### src/rtl/register.sv
// Parameterised signed data register: a STAGES-deep chain of WIDTH-bit flops with a matching valid chain.
// Latency: STAGES rising edges from input_port to output_latch; one word per cycle.
// Backpressure: none; every non-reset edge loads, so holding a value means holding the input.
module register #(
    parameter int                      WIDTH       = 64,
    parameter int                      STAGES      = 1,
    parameter logic signed [WIDTH-1:0] RESET_VALUE = '0
) (
    input  logic                     clk,
    input  logic                     rst,
    input  logic signed [WIDTH-1:0]  input_port,
    output logic signed [WIDTH-1:0]  output_latch,
    output logic                     output_valid
);

    logic signed [WIDTH-1:0] stage_q [STAGES];
    logic signed [WIDTH-1:0] stage_d [STAGES];
    logic [STAGES-1:0]       valid_q;
    logic [STAGES-1:0]       valid_d;

    always_comb begin
        stage_d[0] = input_port;
        valid_d    = '0;
        valid_d[0] = 1'b1;
        for (int k = 1; k < STAGES; k++) begin
            stage_d[k] = stage_q[k-1];
            valid_d[k] = valid_q[k-1];
        end
    end

    // Reset wins over new data on the same edge and discards everything in flight.
    always_ff @(posedge clk) begin
        if (rst) begin
            for (int k = 0; k < STAGES; k++) begin
                stage_q[k] <= RESET_VALUE;
            end
            valid_q <= '0;
        end else begin
            for (int k = 0; k < STAGES; k++) begin
                stage_q[k] <= stage_d[k];
            end
            valid_q <= valid_d;
        end
    end

    assign output_latch = stage_q[STAGES-1];
    assign output_valid = valid_q[STAGES-1];

endmodule

### config.mk
export PLATFORM = sky130hd
export DESIGN_NAME = register
export DESIGN_NICKNAME = d
export VERILOG_FILES = /design/src/rtl/register.sv
export SDC_FILE = /design/constraint.sdc
export NUM_CORES = 1
export LEC_CHECK = 0
export CAP_MARGIN = 30
export CORE_MARGIN = 2
export CORE_UTILIZATION = 37
export DETAILED_ROUTE_END_ITERATION = 10
export PLACE_DENSITY = 0.85
export SLEW_MARGIN = 40
export SYNTH_ARGS = -nofsm -noshare
export SYNTH_HDL_FRONTEND = slang
export SYNTH_SLANG_ARGS = --single-unit
### constraint.sdc
create_clock -name clk -period 1.7 [get_ports clk]
set_clock_uncertainty 0.1 [all_clocks]
set_input_delay 0.34 -clock clk [delete_from_list [all_inputs] [get_ports clk]]
set_output_delay 0.34 -clock clk [all_outputs]
set_load 0.005 [all_outputs]
==> reports/qor.yml, run 1 <==
status: "complete, no violations"
p_leak_nw: 1.32
drt_first_pass_iters: 4
grt_overflow_total: 0
grt_max_degree: 38
vias_per_cell: 3.91
post-route-util: 0.703
fmax_ghz: 0.621
cts.repair.resized: 0
synth_top_family_by_area: "simple AND/OR/NAND/NOR gates"
drc: 0
clk_pin_slew_ns: 0.07
antenna_found_initial: 0
crit_path_cell_trace: "clkdlybuf4s50_1"
ant_nets: 0
critPathKind: "flip-flop to output port"
finalCritPeriodShare: 0.947
die_w_um: 74.8
grt_pass1_wl_um: 6150
row_count: 25
p_sw_mw: 0.660
sw_frac_of_total: 0.201
drtIter0Drc: 46
syn_inst: 137
antenna_cells: 0
synthXorXnorAreaFrac: 0
intPower_mw: 2.63
setup_viol: 0
ir_drop_uv: 561
place_area_um2: 3180
drive_above_1_share: 0.165
cp_top_family: "buffers and inverters"
post-cts-setup-buffer-count: 0
p_per_area_nw_per_um2: 977
slowest_stage: "clkdlybuf4s50_1"
hold_viol: 0
post_drt_wl_per_cell_um: 11.9
slowest_delay_ns: 0.52
relSlewSlack: 0.709
track_usage: 0.153
pwr-share-clk: 0.382
period_minus_slack_ns: 1.61
pin_count: 131
gp_congestion: 0.682
die_area_um2: 5590
crit_required_ns: 1.26
tns_ns: 0
cp_max_fo: 1
post-place-ws_ns: 0.448
final_cell_mix: "129 x clkdlybuf4s50_1, 65 x dfxtp_1, 34 x nor2b_1"
cp-start-kind: "flip-flop"
dr_total_vias: 1349
hp-class: "primary input to flip-flop"
arrival_ns: 1.17
cts_root_buf: "clkbuf_8"
routed_wl_um: 4110
critical_path_buf_inv_count: 1
cts_hold_buf: 0
clockBufferDepth: 2
h-tree-depth: 3
seq_power_share: 0.494
synth_adder_area_share: 0
nNetsFinal: 339
start_util: 0.387
synthMuxAreaShare: 0
ys_seq_area_frac: 0.702
drv_cap: 0
syn_avg_cell_area_um2: 13.5
syn2layout_area_growth_pct: 81.6
ys_ff_latch: 65
dieHeight_um: 74.8
fin_area_um2: 3360
critPathCaptureType: "output port"
port-buffer-count: 130
comb_power_share: 0.124
core_um2: 4790
synth-simple-area-share: 0.257
rsz0062_at_grt: "false"
yosysWarnings: 0
synth_area_um2: 1850
synth_cell_type_count: 6
final_common_cell: "clkdlybuf4s50_1"
cts_tree: "done"
grt_pass1_vias: 1307
cts_buffers: 9
synth_compound_area_frac: 0
slew_violations: 0
synth_nets: 203
postLayoutSetupSlackWorst_ns: 0.0909
clock_sinks: 65
dp_hpwl_um: 3030
hold_ws_ns: 0.362
worst_pin_slew_ns: 0.437
[cell type report]
cell class,count,area [um^2]
Fill cell,355,1420
Clock inverter,3,40.0
Multi-Input combinational cell,64,475
Timing Repair Buffer,132,1310
Inverter,1,3.75
Clock buffer,13,149
Tap cell,67,83.8
Sequential cell,65,1300
[through the flow]
step	total power, mW	std cells
after CTS	3.34	345
after floorplan	1.77	137
after detailed placement	2.07	329
after global routing	3.43	345
after global placement	2.06	329
final	3.29	345
[synthesized netlist by cell type]
master   number  share of area
buf_2         1         0.0027
nor2b_1      34           0.11
buf_6         6          0.036
nor2b_2      30           0.14
inv_1         1         0.0020
dfxtp_1      65           0.70
[power by group through the flow]
| stage | combinational (mW) | sequential, mW | clock (mW) |
|---|---|---|---|
| 2_1_floorplan | 0.0972 | 1.67 | 0 |
| 3_5_place_dp | 0.412 | 1.66 | 0 |
| 6_report | 0.407 | 1.62 | 1.25 |
| 3_3_place_gp | 0.405 | 1.66 | 0 |
| 4_1_cts | 0.414 | 1.63 | 1.30 |
| 5_1_grt | 0.441 | 1.63 | 1.36 |
[state kept, by name, indices dropped and copies added (netlist names)]
| name | count |
|---|---|
| output_valid | 1 |
| stage_q | 64 |
[cells by family after synthesis]
kind of cell	Yosys count
and+or+nand+nor	64
buffers and inverters	8
DFF	65
[final timing paths]
path | cells after the start | start | to | slack [ns]
setup / recovery | 1 | stage_q[0][20] | output_latch[20] | 0.09
hold / removal | 3 | rst | output_valid | 0.36
[per-layer routing]
metal,share of wire,track usage,up-vias,routed length (um)
met4,0.024,0.101,0,99
met1,0.39,0.166,569,1580
met5,0,0,-,0
met3,0.15,0.0897,9,609
met2,0.44,0.226,93,1820
li1,-,-,678,-
Power figures use the tool's default switching activity.
==> run 2: changes to the inputs <==
GPL_TIMING_DRIVEN = 0   (was unset)
==> reports/qor.yml, run 2 (synthesis gave the netlist of run 1 again) <==
top_register: "stage_q"
drive_above_1_share: 0.176
fin_area_um2: 3400
post-place-ws_ns: 0.437
p_per_area_nw_per_um2: 931
gp_congestion: 0.671
slowest_stage: "clkdlybuf4s50_1"
drtIter0Drc: 17
port-buffer-count: 129
cts_buffers: 9
core_um2: 4790
grt_pass1_vias: 1323
dr_total_vias: 1379
critPathKind: "flip-flop to output port"
track_usage: 0.149
relSlewSlack: 0.890
routed_wl_um: 4090
clock_sinks: 65
hp-start: "rst"
setup_viol: 0
cp_top_family: "buffers and inverters"
nFillCells: 357
postLayoutSetupSlackWorst_ns: 0.118
fmax_ghz: 0.632
ir_drop_uv: 548
worst_pin_slew_ns: 0.166
h-tree-depth: 3
arrival_ns: 1.14
post-cts-setup-buffer-count: 0
cts.repair.resized: 0
cts_hold_buf: 0
drc: 0
ant_nets: 0
clk_pin_slew_ns: 0.06
cp-start-kind: "flip-flop"
slowest_delay_ns: 0.51
p_leak_nw: 1.33
crit_path_cell_trace: "clkdlybuf4s50_1"
startpoint: "stage_q[0][53]"
hold_viol: 0
cts_tree: "done"
die_area_um2: 5590
cts_root_buf: "clkbuf_8"
slew_violations: 0
grt_pass1_wl_um: 5930
clockBufferDepth: 2
syn2layout_area_growth_pct: 83.3
row_count: 25
largest_register_ffs: 64
post_drt_wl_per_cell_um: 11.8
status: "complete, no violations"
dieHeight_um: 74.8
dp_hpwl_um: 3270
critical_path_buf_inv_count: 1
tns_ns: 0
grt_max_degree: 11
nNetsFinal: 343
pin_count: 131
antenna_cells: 0
rsz0062_at_grt: "false"
grt_overflow_total: 0
p_total_mw: 3.16
hp-class: "primary input to flip-flop"
period_minus_slack_ns: 1.58
crit_required_ns: 1.26
final_cell_mix: "129 x clkdlybuf4s50_1, 65 x dfxtp_1, 34 x nor2b_1"
die_w_um: 74.8
cp_max_fo: 1
place_area_um2: 3230
drv_cap: 0
drt_first_pass_iters: 2
antenna_found_initial: 0
start_util: 0.387
critPathCaptureType: "output port"
final_common_cell: "clkdlybuf4s50_1"
vias_per_cell: 3.99
finalCritPeriodShare: 0.930
## run 2: cell count changes in the layout (fill, tap and decap cells not counted)
cell and change:
buf_4 -2, buf_6 +6, bufinv_16 -1, clkbuf_1 -2
clkbuf_8 +2, clkinv_2 -2
## run 2: final cells by class
cell class / instances / area [um^2] / share of cell area
tap: 67 / 83.8 / 0.0247
multi-input combinational: 64 / 475 / 0.140
sequential: 65 / 1300 / 0.383
buffer: 7 / 72.6 / 0.0214
timing repair buffer: 129 / 1290 / 0.380
inverter: 1 / 3.75 / 0.00110
clock buffer: 13 / 169 / 0.0497
## run 2: per-stage QoR
stage,std cells,utilization,hold WS (ns)
after floorplan,137,-,0.368
after global placement,333,0.675,0.484
after detailed placement,333,0.675,0.491
after CTS,346,0.710,0.146
after global routing,346,0.710,0.158
final,346,0.710,0.160
## run 2: report_power, final
| part | leakage, nW | switching [mW] | internal (mW) |
|---|---|---|---|
| sequential | 0.542 | 0.0188 | 1.61 |
| combinational | 0.704 | 0.104 | 0.318 |
| clock | 0.0875 | 0.490 | 0.625 |
| total | 1.33 | 0.612 | 2.55 |
## run 2: per-layer routing
layer,wire (um),vias to the layer above,track usage
met5,0,-,0
met4,68,0,0.0952
met3,629,7,0.0977
met2,1940,92,0.242
met1,1460,596,0.138
li1,-,684,-
## run 2: final timing paths
path                           end  slack (ns)  depth (start not counted)
setup / recovery  output_latch[53]        0.12                          1
hold / removal       stage_q[0][0]        0.16                          2
==> run 3: changes to the inputs <==
CORE_ASPECT_RATIO = 0.5   (was unset)
==> reports/qor.yml, run 3 (synthesis gave the netlist of run 1 again) <==
status: "complete, no violations"
top_register: "stage_q"
cts_hold_buf: 0
drc: 0
post_drt_wl_per_cell_um: 14.1
grt_pass1_vias: 1476
die_w_um: 104
antenna_found_initial: 0
die_area_um2: 5620
hold_ws_ns: 0.127
finalCritPeriodShare: 0.957
ir_drop_uv: 568
clock_sinks: 65
clk_pin_slew_ns: 0.07
cp-start-kind: "flip-flop"
final_cell_mix: "129 x clkdlybuf4s50_1, 65 x dfxtp_1, 34 x nor2b_1"
critPathCaptureType: "output port"
p_sw_mw: 0.679
fmax_ghz: 0.615
cts.repair.resized: 0
post-cts-setup-buffer-count: 0
dieHeight_um: 54.0
drv_cap: 0
port-buffer-count: 129
relSlewSlack: 0.882
dr_total_vias: 1439
intPower_mw: 2.64
hold_viol: 0
antenna_cells: 0
track_usage: 0.176
start_util: 0.381
clockBufferDepth: 2
syn2layout_area_growth_pct: 84.6
gp_congestion: 0.709
cts_buffers: 9
cts_tree: "done"
rsz0062_at_grt: "false"
drive_above_1_share: 0.177
sw_frac_of_total: 0.205
crit_path_cell_trace: "clkdlybuf4s50_1"
h-tree-depth: 3
p_leak_nw: 1.34
grt_pass1_wl_um: 7130
final_cells: 352
cp_top_family: "buffers and inverters"
p_per_area_nw_per_um2: 970
grt_max_degree: 11
slowest_delay_ns: 0.53
cp_max_fo: 1
row_count: 18
largest_register_ffs: 64
vias_per_cell: 4.09
slew_violations: 0
arrival_ns: 1.19
drt_first_pass_iters: 4
pin_count: 131
drtIter0Drc: 13
critPathKind: "flip-flop to output port"
routed_wl_um: 4960
worst_pin_slew_ns: 0.176
grt_overflow_total: 0
ant_nets: 0
core_um2: 4860
nFillCells: 348
seq_power_share: 0.490
dp_hpwl_um: 3890
placed_cells: 336
comb_power_share: 0.129
seqCellArea_um2: 1300
slowest_stage: "clkdlybuf4s50_1"
critical_path_buf_inv_count: 1
pwr-share-clk: 0.380
period_minus_slack_ns: 1.63
cts_root_buf: "clkbuf_8"
nNetsFinal: 343
crit_required_ns: 1.26
hp-class: "primary input to flip-flop"
multi_input_area_um2: 475
setup_viol: 0
tns_ns: 0
final_common_cell: "clkdlybuf4s50_1"
## run 3: cell count changes in the layout (fill, tap and decap cells not counted), sizes merged
cell / change
bufinv: +1
clkinv: +2
## run 3: cell type report
type                       count  share of cell area
inverter                       1             0.00110
clock inverter                 3              0.0117
tap                           70              0.0256
multi-input combinational     64               0.139
timing repair buffer         129               0.377
sequential                    65               0.380
buffer                         7              0.0212
clock buffer                  13              0.0435
## run 3: final timing paths
| check | startpoint | to | slack [ns] | cells after the start |
|---|---|---|---|---|
| hold / removal | rst | stage_q[0][61] | 0.13 | 2 |
| setup / recovery | stage_q[0][17] | output_latch[17] | 0.07 | 1 |
## run 3: per-layer routing
metal / routed length [um] / track usage
met3: 212 / 0.0847
met4: 108 / 0.0856
met2: 2910 / 0.348
met1: 1730 / 0.160
met5: 0 / 0
## run 3: metrics by stage
| step | setup WS (ns) | utilization | instance area, um^2 | power, mW |
|---|---|---|---|---|
| after global placement | 0.463 | 0.664 | 3230 | 2.08 |
| after global routing | 0.0381 | 0.703 | 3420 | 3.43 |
| after CTS | 0.0686 | 0.703 | 3420 | 3.36 |
| final | 0.0734 | 0.703 | 3420 | 3.32 |
| after detailed placement | 0.445 | 0.664 | 3230 | 2.09 |
| after floorplan | 0.838 | - | 1850 | 1.77 |
## run 3: power by group through the flow
stage | clock, mW | combinational (mW) | sequential [mW]
after global placement | 0 | 0.419 | 1.66
after floorplan | 0 | 0.0972 | 1.67
after detailed placement | 0 | 0.431 | 1.66
final | 1.26 | 0.429 | 1.63
after CTS | 1.29 | 0.436 | 1.63
after global routing | 1.35 | 0.456 | 1.63
